## src/rtl/pipelined_adder.sv

```systemverilog
// pipelined_adder: carry-chained add/sub split into NB_STAGES slices, valid/ready.
// Optional saturating clamp and overflow_o when ADDER_SATURATE_EN is defined.
`timescale 1ns/1ps
module pipelined_adder #(
  parameter int DATASIZE  = 8,
  parameter int NB_STAGES = 2
) (
  input  logic                clk_i,
  input  logic                rst_ni,
  input  logic [DATASIZE-1:0] a_i,
  input  logic [DATASIZE-1:0] b_i,
  input  logic                carryin_i,
  input  logic                sub_i,
  input  logic                valid_i,
  output logic                ready_o,
  output logic [DATASIZE-1:0] result_o,
  output logic                carryout_o,
  output logic                valid_o,
`ifdef ADDER_SATURATE_EN
  output logic                overflow_o,
`endif
  input  logic                ready_i
);

  localparam int W = DATASIZE / NB_STAGES;
  localparam int L = NB_STAGES - 1;

  if (NB_STAGES < 1 || NB_STAGES > DATASIZE) begin : g_bad_depth
    $error("pipelined_adder: NB_STAGES must be in 1..DATASIZE");
  end
  if (NB_STAGES >= 1 && (DATASIZE % NB_STAGES) != 0) begin : g_bad_split
    $error("pipelined_adder: DATASIZE must be a multiple of NB_STAGES");
  end

  // stage registers: operands, partial result, chained carry, valid
  logic [DATASIZE-1:0] a_q   [NB_STAGES];
  logic [DATASIZE-1:0] bx_q  [NB_STAGES];
  logic [DATASIZE-1:0] res_q [NB_STAGES];
  logic                c_q   [NB_STAGES];
  logic                v_q   [NB_STAGES];

  // what each stage sees at its input
  logic [DATASIZE-1:0] a_c   [NB_STAGES];
  logic [DATASIZE-1:0] bx_c  [NB_STAGES];
  logic [DATASIZE-1:0] res_c [NB_STAGES];
  logic                c_c   [NB_STAGES];
  logic                v_c   [NB_STAGES];

  // slice sums and partial results to be registered
  logic [W:0]          sum   [NB_STAGES];
  logic [DATASIZE-1:0] res_n [NB_STAGES];
  logic [DATASIZE-1:0] fin_n;

  logic en;

  assign en       = !valid_o || ready_i;
  assign ready_o  = en;
  assign valid_o  = v_q[L];
  assign result_o = res_q[L];
  assign carryout_o = c_q[L];

  // stage 0 is fed from the ports, stage k from stage k-1 registers
  always_comb begin
    a_c[0]   = a_i;
    bx_c[0]  = sub_i ? ~b_i : b_i;
    res_c[0] = '0;
    c_c[0]   = carryin_i;
    v_c[0]   = valid_i;
    for (int k = 1; k < NB_STAGES; k++) begin
      a_c[k]   = a_q[k-1];
      bx_c[k]  = bx_q[k-1];
      res_c[k] = res_q[k-1];
      c_c[k]   = c_q[k-1];
      v_c[k]   = v_q[k-1];
    end
  end

  // each stage adds its own W-bit slice and merges it into the result
  always_comb begin
    for (int k = 0; k < NB_STAGES; k++) begin
      sum[k] = {1'b0, a_c[k][k*W +: W]}
             + {1'b0, bx_c[k][k*W +: W]}
             + {{W{1'b0}}, c_c[k]};
      res_n[k] = res_c[k];
      res_n[k][k*W +: W] = sum[k][W-1:0];
    end
  end

`ifdef ADDER_SATURATE_EN
  logic s_c [NB_STAGES];
  logic s_q [NB_STAGES];
  logic ovf_n;
  logic ovf_q;

  assign overflow_o = ovf_q;

  // subtract flag travels with its beat down to the last stage
  always_comb begin
    s_c[0] = sub_i;
    for (int k = 1; k < NB_STAGES; k++) begin
      s_c[k] = s_q[k-1];
    end
  end

  // clamp in the last stage: add carry -> all ones, sub borrow -> zero
  always_comb begin
    ovf_n = s_c[L] ? !sum[L][W] : sum[L][W];
    fin_n = res_n[L];
    if (ovf_n) begin
      fin_n = s_c[L] ? '0 : '1;
    end
  end

  // sub flag and overflow registers, advanced with the rest of the pipe
  always_ff @(posedge clk_i or negedge rst_ni) begin
    if (!rst_ni) begin
      for (int k = 0; k < NB_STAGES; k++) begin
        s_q[k] <= 1'b0;
      end
      ovf_q <= 1'b0;
    end else if (en) begin
      for (int k = 0; k < NB_STAGES; k++) begin
        if (v_c[k]) begin
          s_q[k] <= s_c[k];
        end
      end
      if (v_c[L]) begin
        ovf_q <= ovf_n;
      end
    end
  end
`else
  // plain wrap-around result out of the last stage
  always_comb begin
    fin_n = res_n[L];
  end
`endif

  // pipeline registers: valid always advances on en, data only with a beat
  always_ff @(posedge clk_i or negedge rst_ni) begin
    if (!rst_ni) begin
      for (int k = 0; k < NB_STAGES; k++) begin
        a_q[k]   <= '0;
        bx_q[k]  <= '0;
        res_q[k] <= '0;
        c_q[k]   <= 1'b0;
        v_q[k]   <= 1'b0;
      end
    end else if (en) begin
      for (int k = 0; k < NB_STAGES; k++) begin
        v_q[k] <= v_c[k];
        if (v_c[k]) begin
          a_q[k]   <= a_c[k];
          bx_q[k]  <= bx_c[k];
          c_q[k]   <= sum[k][W];
          res_q[k] <= (k == L) ? fin_n : res_n[k];
        end
      end
    end
  end

endmodule
```

## config.mk

```make
export PLATFORM = sky130hd
export DESIGN_NAME = pipelined_adder
export DESIGN_NICKNAME = d
export VERILOG_FILES = /design/src/rtl/pipelined_adder.sv
export SDC_FILE = /design/constraint.sdc
export NUM_CORES = 1
export LEC_CHECK = 0
export CAP_MARGIN = 0
export CORE_UTILIZATION = 45
export CTS_BUF_LIST = sky130_fd_sc_hd__clkbuf_8
export DETAILED_ROUTE_END_ITERATION = 10
export HOLD_SLACK_MARGIN = 0.15
export PLACE_DENSITY = 0.86
export SKIP_CTS_REPAIR_TIMING = 1
export SLEW_MARGIN = 20
export SYNTH_ARGS = -nofsm -noshare
export SYNTH_HDL_FRONTEND = slang
export SYNTH_SLANG_ARGS = --single-unit
```

## constraint.sdc

```tcl
create_clock -name clk_i -period 1.5 [get_ports clk_i]
set_input_delay 0.375 -clock clk_i [delete_from_list [all_inputs] [get_ports clk_i]]
set_output_delay 0.375 -clock clk_i [all_outputs]
set_load 0.01 [all_outputs]
```

==> metrics.md <==
| Metric | Value |
|---|---|
| Sequential-to-total area share from yosys stat | `0.4729` |
| Slowest Stage Delay on Critical Path | `a little over 0.4 ns` |
| Hold_ws | `roughly 0.47 ns` |
| Clock buffer depth | `2` |
| Cells after Synth | `around 110` |
| Slew HR | `0.7879` |
| CP max stage cell | `fa_2` |
| Die width | `about 55 um` |
| Max-Cap Viols | `0` |
| Worst path buffer plus inverter count | `2` |
| Fill cells | `about 170` |
| Dpl ws | `-0.7956 ns` |
| Grt ovf | `0` |
| DR vias/cell | `around 5.3` |
| Num rows | `18` |
| Drt total wl | `around 2900 um` |
| Antenna cells | `0` |
| Worst setup margin | `-0.07728 ns` |
| First-pass GRT wire length | `just over 4000 um` |
| Sw Ratio | `0.3026` |
| CP top delay family | `adder cells` |
| Final net count | `189` |
| Launching point of the worst reg2reg path | `c_c[0]$_DFFE_PN0P_` |
| CTS tree | `yes` |
| Port Buffers | `32` |
| Post-synth ARST share | `1.000` |
| Clk pwr share | `0.224` |
| Outcome | `finished, violations left` |
| Reg power frac | `0.378` |
| Routed len/inst | `between 15 and 20 um` |
| Total GRT Usage | `0.1998` |
| Synthesized Nets | `140` |
| Avg Inst Size Synth | `between 10 and 15 sq um` |
| Worst slew pin tran | `about 0.32 ns` |
| Die area | `between 3000 and 4000 sq um` |
| Residual DRC | `0` |
| Max VDD drop | `1.033 mV` |
| Critical path class | `in -> reg` |
| Total vias in the final route | `around 980` |
| EDFF count, synth | `0` |
| Combinational share of power | `0.398` |
| FF+latch count, synth | `24` |
| Vias in the first global route | `916` |
| TritonCTS Buffers | `3` |
| Int Pwr | `approximately 1.8 mW` |
| Area growth, synth to finish | `52.71%` |
| Synth cell types | `28` |
| Placed cell count | `~180` |
| Hold Fails Final Rpt | `0` |
| DPL Wire Length | `slightly below 2000 um` |
| GP Congestion | `0.8001` |
| Fin crit share | `1.052` |
| Top-count cell post-synth | `dfrtp_1` |
| Area contributors post-synth | `dfrtp_1, mux2_2, o21ai_0, fa_1, ha_1` |
| Final setup fails | `7` |
| RSZ-0062 raised after global routing | `yes` |
| Top-Level Pins | `33` |
| Clock root cell | `clkbuf_8` |
| Post-synth top area share | `0.4729` |
| P per Cell Area | `approximately 1300 nW/um^2` |
| Type of origin of the critical path | `input port` |
| Synth Cell Area | `1270 sq um` |
| Initial antenna violation count | `0` |
| H-tree levels | `1` |
| R2R depth | `4` |
| Synth top cells by count | `dfrtp_1, o21ai_0, mux2_2` |
| Post-synth top area cell | `dfrtp_1` |
| Dominant synthesized flop cell | `dfrtp_1` |
| Slew Viols, Final | `0` |
| LEAKAGE | `1.006 nW` |
| Initial Utilization | `0.4946` |
| Drt first pass iters | `4` |
| Fin crit period | `about 1.6 ns` |
| Failing checks | `setup timing` |
| CORE AREA | `2567 sq um` |
| Critical path endpoint category | `flop` |
| Worst EP required | `between 1.5 and 2 ns` |
| YS warnings | `0` |
| Largest net degree at the start of global routing | `25` |
| Post-Layout Cell Count | `186` |
| Max Clock Freq | `between 600 and 700 MHz` |
| Die Height | `around 55 um` |
| CTS Sinks | `24` |
| Routed Antenna Nets | `0` |
| Clock latency on the worst-skew pair | `0.27 ns` |
| Hold Path Class | `in -> async` |
| 1st-iter DRT viols | `2` |
| Layout Skew | `0.001484 ns` |
| Fraction of layout cells with a size suffix above 1 | `0.3205` |
| Critical path peak fanout | `2` |
| Tot Pwr | `between 2 and 3 mW` |
| Most frequent cell on the critical path | `fa_2` |
| Switching power | `between 0.7 and 0.8 mW` |
| Critical path, cell by cell | `buf_8, xnor2_4, fa_2, inv_2, fa_2, mux2_4` |
| CTS clk-pin slew, worst paths | `~0.09 ns` |
| R2r endpoint | `result_o[5]$_DFFE_PN0P_` |
| Data arrival, critical path | `~1.7 ns` |
| Reg2reg setup slack | `-0.04 ns` |
## cell usage in the layout (no fill, tap or decap), drive strengths merged, types with 3 or more instances in the layout
| cell type | instances |
|---|---|
| a21oi | 6 |
| buf | 17 |
| clkbuf | 3 |
| clkdlybuf4s50 | 11 |
| dfrtp | 24 |
| dlymetal6s2s | 19 |
| fa | 4 |
| ha | 6 |
| inv | 9 |
| mux2 | 10 |
| nand2 | 3 |
| o21ai | 19 |
| xnor2 | 5 |
| xor2 | 5 |
## sequential cells by signal (all words and copies together), names as in the netlist
signal      cells
c_c             1
v_c             1
carryout_o      1
a_c             4
valid_o         1
result_o        8
bx_c            4
fin_n           4
## power groups by stage
stage | registers, mW | logic [mW] | clock network [mW]
after floorplan | 1.01 | 0.420 | 0
after global placement | 0.954 | 0.884 | 0
after detailed placement | 0.971 | 0.927 | 0
after CTS | 0.960 | 0.937 | 0.569
after global routing | 0.983 | 1.11 | 0.605
final | 0.960 | 1.01 | 0.570
## through the flow
stage / util / setup TNS (ns) / instance area (sq um)
3_5_place_dp: 0.6662 / -7.609 / 1710
4_1_cts: 0.6940 / -3.237 / 1782
3_3_place_gp: 0.6662 / -7.012 / 1710
2_1_floorplan: - / -0.8670 / 1305
6_report: 0.7554 / -0.1914 / 1939
5_1_grt: 0.7554 / -0.4926 / 1939
## cell type report
cell class / instances / area (sq um) / share of cell area
Multi-Input combinational cell: 72 / 699.4 / 0.3606
Sequential cell: 24 / 600.6 / 0.3097
Timing Repair Buffer: 47 / 494.2 / 0.2548
Clock buffer: 3 / 41.29 / 0.02129
Tap cell: 30 / 37.54 / 0.01935
Inverter: 9 / 36.28 / 0.01871
Clock inverter: 1 / 30.03 / 0.01548
## layer usage
metal | share of wire | vias to the layer above | global-route usage
met4 | 0.028 | 0 | 0.1250
met5 | 0 | - | 0
met3 | 0.037 | 9 | 0.02732
li1 | - | 473 | -
met1 | 0.42 | 476 | 0.2448
met2 | 0.52 | 26 | 0.3293
## logic make-up after synthesis
family          count (synthesis)  synth area share
compound gates                 31            0.1369
flops                          24            0.4729
buf+inv                        12           0.04433
simple gates                   11           0.06601
xor+xnor                       10           0.06896
mux                            10           0.08867
fa+ha+maj                      10            0.1222
## worst max-delay path by stage
stage | endpoint | cells after the start | slack [ns] | startpoint
after floorplan | fin_n[1]$_DFFE_PN0P_ | 6 | -0.28 | sub_i
after global placement | c_c[0]$_DFFE_PN0P_ | 8 | -0.74 | sub_i
after detailed placement | fin_n[1]$_DFFE_PN0P_ | 6 | -0.80 | sub_i
after CTS | fin_n[1]$_DFFE_PN0P_ | 6 | -0.51 | sub_i
after global routing | fin_n[1]$_DFFE_PN0P_ | 6 | -0.10 | b_i[0]
final | fin_n[1]$_DFFE_PN0P_ | 6 | -0.08 | b_i[0]
Power figures use the tool's default switching activity.
